<file path="config.mk">
export PLATFORM = sky130hd
export DESIGN_NAME = decode
export DESIGN_NICKNAME = d
export VERILOG_FILES = /design/src/rtl/decode.sv
export SDC_FILE = /design/constraint.sdc
export NUM_CORES = 1
export LEC_CHECK = 0
export ABC_AREA = 1
export BUFFER_PORTS_ARGS = -buffer_cell sky130_fd_sc_hd__buf_2
export CAP_MARGIN = 20
export CORE_ASPECT_RATIO = 0.5
export CORE_MARGIN = 3
export CORE_UTILIZATION = 30
export DETAILED_ROUTE_END_ITERATION = 10
export MAX_ROUTING_LAYER = met4
export PLACE_DENSITY = 0.63
export SYNTH_ARGS = -nofsm -noshare
export SYNTH_HDL_FRONTEND = slang
export SYNTH_SLANG_ARGS = --single-unit
</file>
<file path="constraint.sdc">
create_clock -name i_clk -period 3.6 [get_ports i_clk]
set_clock_uncertainty 0.2 [all_clocks]
set_input_delay 0.36 -clock i_clk [delete_from_list [all_inputs] [get_ports i_clk]]
set_output_delay 0.36 -clock i_clk [all_outputs]
set_load 0.05 [all_outputs]
</file>
<file path="src/rtl/decode.sv">
// ppcpu decode stage: turns fetched words, including two-word opcode+immediate pairs, into a registered execute control bundle.
// Optional feature: define DECODE_ILLEGAL_TRAP_EN to add the sticky o_illegal output.

`ifndef RW
`define RW 16
`endif
`ifndef REGNO
`define REGNO 8
`endif
`ifndef REGNO_LOG
`define REGNO_LOG 3
`endif
`ifndef ALU_MODE_W
`define ALU_MODE_W 2
`endif
`ifndef ALU_MODE_PASSR
`define ALU_MODE_PASSR 2'd1
`endif
`ifndef ALU_MODE_ADD
`define ALU_MODE_ADD 2'd2
`endif
`ifndef ALU_MODE_SUB
`define ALU_MODE_SUB 2'd3
`endif

module decode (
    input  logic                   i_clk,
    input  logic                   i_rst,
    input  logic [`RW-1:0]         i_instr,
    input  logic                   i_valid,
    output logic                   o_ready,
`ifdef DECODE_ILLEGAL_TRAP_EN
    output logic                   o_illegal,
`endif
    input  logic                   i_exec_ready,
    output logic [`RW-1:0]         o_imm,
    output logic                   c_pc_inc,
    output logic                   c_pc_ie,
    output logic                   c_r_bus_imm,
    output logic [`ALU_MODE_W-1:0] c_alu_mode,
    output logic                   c_alu_carry_en,
    output logic                   c_alu_flags_ie,
    output logic [`REGNO_LOG-1:0]  c_l_reg_sel,
    output logic [`REGNO_LOG-1:0]  c_r_reg_sel,
    output logic [`REGNO-1:0]      c_rf_ie
);

    typedef enum logic [0:0] {S_OP = 1'b0, S_IMM = 1'b1} state_t;

    typedef struct packed {
        logic                   pc_inc;
        logic                   pc_ie;
        logic                   r_bus_imm;
        logic [`ALU_MODE_W-1:0] alu_mode;
        logic                   carry_en;
        logic                   flags_ie;
        logic [`REGNO_LOG-1:0]  l_sel;
        logic [`REGNO_LOG-1:0]  r_sel;
        logic [`REGNO-1:0]      rf_ie;
    } ctrl_t;

    localparam logic [3:0] OP_NOP  = 4'd0;
    localparam logic [3:0] OP_MOV  = 4'd1;
    localparam logic [3:0] OP_LDI  = 4'd2;
    localparam logic [3:0] OP_ADD  = 4'd3;
    localparam logic [3:0] OP_ADC  = 4'd4;
    localparam logic [3:0] OP_SUB  = 4'd5;
    localparam logic [3:0] OP_ADDI = 4'd6;
    localparam logic [3:0] OP_JMP  = 4'd7;

    function automatic logic is_two_word(input logic [3:0] op);
        return (op == OP_LDI) || (op == OP_ADDI) || (op == OP_JMP);
    endfunction

    function automatic logic [`REGNO-1:0] onehot(input logic [`REGNO_LOG-1:0] idx);
        return {{(`REGNO-1){1'b0}}, 1'b1} << idx;
    endfunction

    // Full bundle for an issued instruction; illegal opcodes fall through as a plain NOP.
    function automatic ctrl_t decode_op(input logic [3:0] op,
                                        input logic [`REGNO_LOG-1:0] rd,
                                        input logic [`REGNO_LOG-1:0] rs1,
                                        input logic [`REGNO_LOG-1:0] rs2);
        ctrl_t c;
        c        = '0;
        c.pc_inc = 1'b1;
        case (op)
            OP_NOP: c.pc_inc = 1'b1;
            OP_MOV: begin
                c.alu_mode = `ALU_MODE_PASSR;
                c.r_sel    = rs2;
                c.rf_ie    = onehot(rd);
            end
            OP_LDI: begin
                c.alu_mode  = `ALU_MODE_PASSR;
                c.r_bus_imm = 1'b1;
                c.rf_ie     = onehot(rd);
            end
            OP_ADD, OP_ADC, OP_SUB: begin
                c.alu_mode = (op == OP_SUB) ? `ALU_MODE_SUB : `ALU_MODE_ADD;
                c.carry_en = (op == OP_ADC);
                c.flags_ie = 1'b1;
                c.l_sel    = rs1;
                c.r_sel    = rs2;
                c.rf_ie    = onehot(rd);
            end
            OP_ADDI: begin
                c.alu_mode  = `ALU_MODE_ADD;
                c.r_bus_imm = 1'b1;
                c.flags_ie  = 1'b1;
                c.l_sel     = rs1;
                c.rf_ie     = onehot(rd);
            end
            OP_JMP: begin
                c.alu_mode  = `ALU_MODE_PASSR;
                c.r_bus_imm = 1'b1;
                c.pc_ie     = 1'b1;
                c.pc_inc    = 1'b0;
            end
            default: c.pc_inc = 1'b1;
        endcase
        return c;
    endfunction

    state_t                state_r, state_nxt_s;
    ctrl_t                 ctrl_r, ctrl_nxt_s;
    logic [`RW-1:0]        imm_r;
    logic [3:0]            held_op_r;
    logic [`REGNO_LOG-1:0] held_rd_r, held_rs1_r;
    logic                  accept_s;
    logic [3:0]            op_s;
    logic [`REGNO_LOG-1:0] rd_s, rs1_s, rs2_s;
    logic                  unused_bits_s;

    assign o_ready       = i_exec_ready & ~i_rst;
    assign accept_s      = i_valid & o_ready;
    assign op_s          = i_instr[15:12];
    assign rd_s          = i_instr[11:9];
    assign rs1_s         = i_instr[8:6];
    assign rs2_s         = i_instr[5:3];
    assign unused_bits_s = ^i_instr[2:0];

    // State register; also captures the first word of a two-word instruction.
    always_ff @(posedge i_clk) begin
        if (i_rst) begin
            state_r    <= S_OP;
            held_op_r  <= 4'd0;
            held_rd_r  <= '0;
            held_rs1_r <= '0;
        end else begin
            state_r <= state_nxt_s;
            if (accept_s && (state_r == S_OP)) begin
                held_op_r  <= op_s;
                held_rd_r  <= rd_s;
                held_rs1_r <= rs1_s;
            end
        end
    end

    // Next-state logic.
    always_comb begin
        state_nxt_s = state_r;
        if (accept_s) begin
            case (state_r)
                S_OP: begin
                    if (is_two_word(op_s)) state_nxt_s = S_IMM;
                    else                   state_nxt_s = S_OP;
                end
                S_IMM:   state_nxt_s = S_OP;
                default: state_nxt_s = S_OP;
            endcase
        end else begin
            state_nxt_s = state_r;
        end
    end

    // Bundle to issue next cycle; with no accepted word it is a non-advancing NOP.
    always_comb begin
        ctrl_nxt_s = '0;
        if (accept_s) begin
            case (state_r)
                S_OP: begin
                    if (is_two_word(op_s)) ctrl_nxt_s.pc_inc = 1'b1;
                    else                   ctrl_nxt_s = decode_op(op_s, rd_s, rs1_s, rs2_s);
                end
                S_IMM:   ctrl_nxt_s = decode_op(held_op_r, held_rd_r, held_rs1_r, '0);
                default: ctrl_nxt_s = '0;
            endcase
        end else begin
            ctrl_nxt_s = '0;
        end
    end

    // Output bundle register: frozen while execute is stalled so each bundle is seen once.
    always_ff @(posedge i_clk) begin
        if (i_rst) begin
            ctrl_r <= '0;
            imm_r  <= '0;
        end else if (i_exec_ready) begin
            ctrl_r <= ctrl_nxt_s;
            if (accept_s && (state_r == S_IMM)) imm_r <= i_instr;
        end
    end

`ifdef DECODE_ILLEGAL_TRAP_EN
    logic illegal_r;

    // Sticky trap flag for an illegal opcode word.
    always_ff @(posedge i_clk) begin
        if (i_rst)                                          illegal_r <= 1'b0;
        else if (accept_s && (state_r == S_OP) && op_s[3]) illegal_r <= 1'b1;
    end

    assign o_illegal = illegal_r;
`endif

    assign o_imm          = imm_r;
    assign c_pc_inc       = ctrl_r.pc_inc;
    assign c_pc_ie        = ctrl_r.pc_ie;
    assign c_r_bus_imm    = ctrl_r.r_bus_imm;
    assign c_alu_mode     = ctrl_r.alu_mode;
    assign c_alu_carry_en = ctrl_r.carry_en;
    assign c_alu_flags_ie = ctrl_r.flags_ie;
    assign c_l_reg_sel    = ctrl_r.l_sel;
    assign c_r_reg_sel    = ctrl_r.r_sel;
    assign c_rf_ie        = ctrl_r.rf_ie;

endmodule
</file>
==> results of run 1 <==
==> flip-flops by register name (all words and copies together) (netlist names), 2 cells and up <==
signal,flops
c_alu_mode,2
c_l_reg_sel,3
c_r_reg_sel,3
c_rf_ie,8
held_op_r,4
held_rd_r,3
held_rs1_r,3
o_imm,16
==> Yosys cell counts (2+ instances only) <==
cell type  count
nand2_1       84
dfxtp_1       48
nor2_1        45
nand3_1       29
o21ai_0       26
inv_1         25
a21oi_1       22
buf_2          5
nor2_2         5
o21ai_1        5
clkbuf_1       4
inv_2          4
buf_6          2
nor2_4         2
==> final cells by class <==
cell class / count / area [um^2]
Clock buffer: 6 / 129
Clock inverter: 2 / 35.0
Fill cell: 725 / 4140
Inverter: 29 / 109
Multi-Input combinational cell: 225 / 1010
Sequential cell: 48 / 961
Tap cell: 92 / 115
Timing Repair Buffer: 59 / 300
==> kinds of logic (layout without fill, tap and decap cells) <==
kind of cell           Yosys count  in the layout  share of synthesized area, %
buffers and inverters           41             96                          8.31
flip-flops                      48             48                          44.7
AO/OA/AOI/OAI                   55             55                          13.0
AND/OR/NAND/NOR                170            170                          34.1
==> routing by layer <==
layer  wire length, um  share of wire [%]
met4                97                1.8
met5                 0                  0
met3               162                2.9
met1              3000                 54
met2              2270                 41
==> per-stage QoR <==
stage / cells / total power [mW]
2_1_floorplan: 314 / 0.623
4_1_cts: 461 / 1.17
3_5_place_dp: 453 / 0.658
6_report: 461 / 1.16
5_1_grt: 461 / 1.21
3_3_place_gp: 453 / 0.658
==> report_power, final <==
group / internal [mW] / switching [mW] / leakage [nW]
Combinational: 0.0265 / 0.0726 / 0.850
Sequential: 0.540 / 0.00741 / 0.388
Clock: 0.326 / 0.187 / 0.0808
Total: 0.893 / 0.267 / 1.32
==> worst reg2reg max path, stage by stage, from the launching register on <==
cell     delay [ns]
dfxtp_1        0.46
inv_1          0.10
nor2_2         0.44
buf_4          0.31
nand2_1        0.07
nand2_1        0.06
nand2_1        0.04
o21ai_1        0.07
==> worst max path at each step <==
stage	endpoint	slack (ns)
after floorplan	c_rf_ie[5]	2.02
after global placement	c_r_reg_sel[0]	1.56
after CTS	c_alu_mode[0]	1.73
after global routing	o_imm[14]	1.56
after detailed placement	c_r_reg_sel[1]	1.54
final	c_alu_mode[0]	1.78
==> reports/results.ini, run 1 <==
[global_route]
grt_max_degree = 40
grt.busiest_layer = met2
grt_antenna_before_repair = 0
grt_pass1_wl_um = 9150
overflow = 0
grt_use_total_pct = 14.1
use_met3_pct = 3.15
use_met2_pct = 20.8
grt_pass1_vias = 1919
gr-usage-met1_pct = 19.0

[sta]
maxSlewHeadroom_pct = 48.9
min_period_ns = 1.82
final.setup.tns_ns = 0
drv_slew = 0
setup-violations-final = 0
worst_pin_slew_ns = 0.765
fin_crit_sh_pct = 50.5
rsz0062_at_grt = no
fin_ws_ns = 1.78
hold_slack_ns = 0.0821
finalHoldViolCount = 0
timing.fmax_mhz = 550

[hold_path]
min_from = i_instr[15]
holdPathStages = 2
hp-class = in -> reg
whs_endpoint = c_alu_mode[0]

[power]
pwr_density_cell_nw_per_um2 = 436
p_leak_nw = 1.32
ir_drop_v = 0.000240

[cts]
post_cts_resized = 0
post_cts_buffers = 0
cts-buffers-inserted = 5
hold_buffers = 0
clk_latency_ns = 0.28
clk_pin_slew_ns = 0.06
cts-root-buf = clkbuf_16
cts_num_sinks = 48
cts_tree = done
ctsHtreeMaxLevel = 2
cts_buffer_depth = 2

[logic_synthesis]
synth_top_area_share_pct = 44.7
seq_area_frac_synth_pct = 44.7
avgSynthCellArea_um2 = 6.85
postSynthCellCount = 314
yosys.area.top_type = dfxtp_1
ys_types = 22
async_flop_share_pct = 0
synth-warning-count = 0
synth_area_um2 = 2150
synthTopCellsByArea = dfxtp_1 45%, nand2_1 15%, nor2_1 7.8%, nand3_1 6.7%, o21ai_0 6.0%
synth_nets = 334
synth_flop_cell = dfxtp_1
synth_edf_count = 0
ys_seq_elements = 48

[routing]
via_per_inst = 4.49
wire_per_inst_um = 12.0
num_vias = 2070
routed_wirelength_um = 5530
drt_first_iter_violations = 116
drc_errors = 0
drtPass1Iterations = 4
ant_nets = 0

[floorplanning]
core-area_um2 = 6810
start_util_pct = 31.6
fp-row-count = 21
fp.dieH_um = 65.9
die_w_um = 126
io_pins = 58
die_area_um2 = 8290

[critical_path]
crit_type = reg -> reg
critical_path_depth = 7
crit_arrival_ns = 1.83
r2r-start = state_r
cp-end-kind = register
timing.rr.end = c_alu_mode[0]
crit_chain = inv_1, nor2_2, buf_4, nand2_1, nand2_1, nand2_1, o21ai_1
rrSetupSlack_ns = 1.78
max_stage_delay_ns = 0.46
crit_buf_inv = 2
cp-startpoint = state_r
crit_family = simple AND/OR/NAND/NOR gates
crit_fanout = 19
crit_top_cell = nand2_1
slowest_stage = dfxtp_1
critical_path_required_ns = 3.62
reg2reg_depth = 7
cp-start-kind = register

[layout]
nets = 388
diodes = 0
fin_area_um2 = 2660
fin_util_pct = 39.1
final_cell_mix = 84 x nand2_1, 57 x buf_2, 48 x dfxtp_1, 45 x nor2_1, 29 x nand3_1
layout_commonest_cell = nand2_1
syn2layout_area_growth_pct = 23.7
layout-drive-gt1-share_pct = 21.7

[job]
max-cap-violations = 0

[placed_design]
place_hpwl_um = 4100
gp_congestion = 0.827
place_ws_ns = 1.54
port_buffers = 57
placed_cell_area_um2 = 2500

[outcome]
outcome = complete, no violations

Power figures use the tool's default switching activity.
==> run 2, diff against run 1 <==
- clock period: 3.6 -> 1.85 ns (I/O delays scaled with it)
==> reports/results.ini, run 2 (same netlist as run 1, synthesis figures left out) <==
[sta]
drv_slew = 0
fin_ws_ns = 0.180
min_period_ns = 1.67
maxSlewHeadroom_pct = 76.2
setup-violations-final = 0
worst_pin_slew_ns = 0.358
finalHoldViolCount = 0
fin_crit_sh_pct = 90.3
rsz0062_at_grt = no
timing.fmax_mhz = 599
final.setup.tns_ns = 0

[cts]
ctsHtreeMaxLevel = 2
clk_pin_slew_ns = 0.06
cts_tree = done
cts_buffer_depth = 2
clk_latency_ns = 0.28
cts-root-buf = clkbuf_16
post_cts_buffers = 0
cts_num_sinks = 48
cts-buffers-inserted = 5

[global_route]
grt_antenna_before_repair = 0
grt_use_total_pct = 14.6
grt_pass1_vias = 2017
grt_pass1_wl_um = 9620
overflow = 0
grt_max_degree = 40

[layout]
syn2layout_area_growth_pct = 29.5
final_cells = 475
nets = 402
n_fill_cell = 735
layout-drive-gt1-share_pct = 22.7
diodes = 0
layout_commonest_cell = nand2_1
final_cell_mix = 84 x nand2_1, 57 x buf_2, 48 x dfxtp_1, 44 x nor2_1, 28 x nand3_1
largest_reg_flops = 16

[power]
ir_drop_v = 0.000422
pwr_density_cell_nw_per_um2 = 794
p_leak_nw = 1.38

[routing]
drt_first_iter_violations = 119
wire_per_inst_um = 12.0
via_per_inst = 4.56
ant_nets = 0
num_vias = 2165
drc_errors = 0
routed_wirelength_um = 5690
drtPass1Iterations = 4

[placed_design]
place_ws_ns = 0.310
place_hpwl_um = 4090
port_buffers = 57
gp_congestion = 0.854
dpl.cell_count = 457

[critical_path]
crit_end = c_rf_ie[1]
cp-start-kind = input pin
cp-startpoint = i_instr[15]
crit_top_cell = nand2_1
crit_chain = dlygate4sd3_1, buf_2, inv_1, nand3_1, nand3_2, nand2_1, nor2_1, nand2_1, nand2_1
crit_type = in -> reg
cp-end-kind = register
slowest_stage = dlygate4sd3_1
crit_fanout = 6
critical_path_required_ns = 1.88
reg2reg_depth = 8
max_stage_delay_ns = 0.53
crit_arrival_ns = 1.70
r2r-start = held_op_r[1]
timing.rr.end = c_rf_ie[7]
rrSetupSlack_ns = 0.29

[hold_path]
hp-class = in -> reg

[floorplanning]
die_area_um2 = 8290
io_pins = 58
start_util_pct = 31.6
die_w_um = 126
fp-row-count = 21
core-area_um2 = 6810
fp.dieH_um = 65.9

[job]
max-cap-violations = 0

[outcome]
outcome = complete, no violations

[run 2: cell count changes in the layout (fill, tap and decap cells not counted), sizes merged]
| cell | previous run | this run |
|---|---|---|
| dlygate4sd3 | 0 | 10 |
| bufinv | 1 | 0 |
| inv | 29 | 30 |
| buf | 59 | 63 |
[run 2: worst min path at each step]
| stage | startpoint | endpoint | slack (ns) | depth (start not counted) |
|---|---|---|---|---|
| 6_report | i_instr[10] | c_rf_ie[3] | 0.007 | 3 |
| 5_1_grt | i_instr[4] | o_imm[4] | 0.03 | 3 |
| 4_1_cts | i_instr[10] | c_rf_ie[3] | 0.004 | 3 |
| 3_5_place_dp | i_instr[15] | c_alu_mode[0] | 0.20 | 2 |
| 3_3_place_gp | i_instr[15] | c_alu_mode[0] | 0.20 | 2 |
| 2_1_floorplan | i_instr[15] | c_alu_mode[0] | 0.08 | 1 |
[run 2: timing repair]
item,4_1_cts,5_1_grt
endpoints found under the hold margin,12,0
setup endpoints to repair,0,2
resized for setup,0,2
hold buffers,10,0
[run 2: through the flow]
step | total power, mW | util (%) | hold WS, ns | cell area [um^2]
2_1_floorplan | 1.21 | - | 0.0808 | 2150
3_3_place_gp | 1.29 | 37.1 | 0.195 | 2530
3_5_place_dp | 1.29 | 37.1 | 0.199 | 2530
5_1_grt | 2.29 | 41.0 | 0.0290 | 2790
4_1_cts | 2.23 | 40.9 | 0.00394 | 2780
6_report | 2.21 | 41.0 | 0.00690 | 2790
[run 2: layer usage]
layer	wire, um	up-vias	GRT usage [%]
li1	-	1138	-
met1	3030	978	19.8
met2	2410	44	23.1
met3	199	5	2.98
met4	46	0	2.41
met5	0	-	-
[run 2: worst max-delay path, delay by kind of cell]
family / cells / cell delay [ns]
buf+inv: 3 / 0.80
simple gates: 6 / 0.71
[run 2: final cells by class]
cell class / count / area, um^2 / area share, %
inverter: 29 / 109 / 3.90
tap: 92 / 115 / 4.13
timing repair buffer: 73 / 430 / 15.4
clock buffer: 6 / 139 / 4.98
multi-input combinational: 225 / 1020 / 36.6
sequential: 48 / 961 / 34.5
clock inverter: 2 / 13.8 / 0.494
[run 2: report_power, final]
| part | total, mW | leakage, nW | internal (mW) | switching, mW |
|---|---|---|---|---|
| sequential | 1.06 | 0.388 | 1.05 | 0.0139 |
| combinational | 0.217 | 0.917 | 0.0695 | 0.147 |
| clock | 0.933 | 0.0772 | 0.541 | 0.392 |
| total | 2.21 | 1.38 | 1.66 | 0.553 |
==> run 3, diff against run 2 <==
- ABC_AREA: 1 -> unset
- CELL_PAD_IN_SITES_DETAIL_PLACEMENT: unset -> 1
- CELL_PAD_IN_SITES_GLOBAL_PLACEMENT: unset -> 2
- CORE_UTILIZATION: 30 -> 29
- PLACE_DENSITY: 0.63 -> 0.9
==> reports/results.ini, run 3 <==
[outcome]
outcome = complete, no violations

[critical_path]
slowest_stage = dfxtp_1
crit_chain = nor3_1, nor4b_4, nand4_1, a311oi_2
cp-end-kind = register
cp-start-kind = register
crit_arrival_ns = 1.65
crit_buf_inv = 0
critical_path_required_ns = 1.85
crit_family = simple AND/OR/NAND/NOR gates
crit_fanout = 7
crit_type = reg -> reg
max_stage_delay_ns = 0.47

[cts]
post_cts_buffers = 0
cts_buffer_depth = 2
ctsHtreeMaxLevel = 2
cts-buffers-inserted = 5
hold_buffers = 14
post_cts_resized = 0
cts_tree = done
cts_num_sinks = 48
cts-root-buf = clkbuf_16
clk_latency_ns = 0.29
clk_pin_slew_ns = 0.07

[power]
p_int_mw = 1.67
power.net_switching_uw = 549
power_switching_share_pct = 24.7
p_comb_share_pct = 10.6
power_frac_seq_pct = 48.1
clockPowerShare_pct = 41.4
p_leak_nw = 1.10
ir_drop_v = 0.000327
pwr_density_cell_nw_per_um2 = 810

[global_route]
grt_max_degree = 34
overflow = 0
grt_antenna_before_repair = 0
grt_pass1_wl_um = 10900
grt_pass1_vias = 2132
grt_use_total_pct = 17.3

[layout]
fin_util_pct = 42.6
layout_commonest_cell = nand2_1
diodes = 0
final_cell_mix = 68 x nand2_1, 57 x buf_2, 48 x dfxtp_1, 35 x a21oi_1, 16 x nor2_1
layout-drive-gt1-share_pct = 26.6
largest_reg_flops = 16
nets = 339
syn2layout_area_growth_pct = 34.4

[sta]
finalHoldViolCount = 0
fin_crit_sh_pct = 89.1
worst_pin_slew_ns = 0.484
rsz0062_at_grt = no
timing.fmax_mhz = 607
drv_slew = 0
min_period_ns = 1.65
maxSlewHeadroom_pct = 67.6
setup-violations-final = 0
final.setup.tns_ns = 0

[placed_design]
gp_congestion = 0.903
port_buffers = 57
place_hpwl_um = 4850

[logic_synthesis]
seq_area_frac_synth_pct = 47.1
yosys.area.top_type = dfxtp_1
synth-warning-count = 0
yosysMostFrequentCell = nand2_1
synth_edf_count = 0
avgSynthCellArea_um2 = 8.32
ys_types = 41
ys_seq_elements = 48
synth_nets = 265
postSynthCellCount = 245
synth_top_area_share_pct = 47.1
synthTopCellsByArea = dfxtp_1 47%, nand2_1 13%, a21oi_1 8.6%, nor2_1 2.9%, a32oi_1 2.6%
async_flop_share_pct = 0
synth_area_um2 = 2040
yosys-top-cells-count = 68 x nand2_1, 48 x dfxtp_1, 35 x a21oi_1
synth_flop_cell = dfxtp_1

[floorplanning]
fp.dieH_um = 65.3
die_area_um2 = 8140
core-area_um2 = 6430
die_w_um = 125
fp-row-count = 20
io_pins = 58
start_util_pct = 31.7

[routing]
num_vias = 2039
drc_errors = 0
ant_nets = 0
drt_first_iter_violations = 81
wire_per_inst_um = 16.0
routed_wirelength_um = 6520
via_per_inst = 5.00
drtPass1Iterations = 5

[hold_path]
hp-class = in -> reg

[job]
max-cap-violations = 0

## run 3: per-layer routing
layer | routed length, um | share of wire [%] | up-vias | track usage [%]
met5 | 0 | 0 | - | -
met4 | 107 | 1.6 | 0 | 6.83
met3 | 281 | 4.3 | 10 | 3.17
met2 | 3040 | 47 | 44 | 28.4
met1 | 3090 | 47 | 984 | 21.5
li1 | - | - | 1001 | -
## run 3: final timing paths
| path | startpoint | end | slack (ns) | cells past startpoint |
|---|---|---|---|---|
| hold / removal | i_instr[13] | o_imm[13] | 0.01 | 3 |
| hold reg to reg | o_imm[8] | o_imm[8] | 0.25 | 2 |
| setup reg to reg | held_op_r[0] | c_rf_ie[7] | 0.20 | 4 |
| setup / recovery | held_op_r[0] | c_rf_ie[7] | 0.20 | 4 |
## run 3: cell type report
class / instances / area, um^2
multi-input cells: 181 / 997
inverters: 1 / 3.75
clock inverters: 2 / 10.0
well taps: 88 / 110
flip-flops and latches: 48 / 961
fillers: 784 / 3690
clock buffers: 6 / 139
repair buffers: 82 / 520
## run 3: worst register-to-register path: cells and delay by family, from the launching register on
kind	cells	cell delay [ns]
flops	1	0.47
simple gates	3	0.62
compound gates	1	0.27
## run 3: logic make-up (layout without fill, tap and decap cells)
group           after synthesis  after routing  synth area share [%]
buf+inv                      16             91                  3.99
xor+xnor                      2              2                 0.859
simple gates                121            121                  29.4
flops                        48             48                  47.1
compound gates               58             58                  18.7
## run 3: through the flow
stage	area (um^2)	power, mW	cells	hold slack [ns]	setup WS [ns]
2_1_floorplan	2040	1.21	245	0.121	0.227
4_1_cts	2740	2.24	408	0.00607	0.203
3_3_place_gp	2450	1.29	386	0.226	0.254
3_5_place_dp	2450	1.30	386	0.241	0.187
6_report	2740	2.22	408	0.0113	0.201
5_1_grt	2740	2.31	408	0.0303	0.0550
## run 3: power by group through the flow
stage | logic, mW | registers, mW | clock network [mW]
floorplan | 0.0937 | 1.12 | 0
global placement | 0.206 | 1.09 | 0
detailed placement | 0.211 | 1.09 | 0
CTS | 0.235 | 1.07 | 0.944
global route | 0.256 | 1.07 | 0.988
finish | 0.235 | 1.07 | 0.918
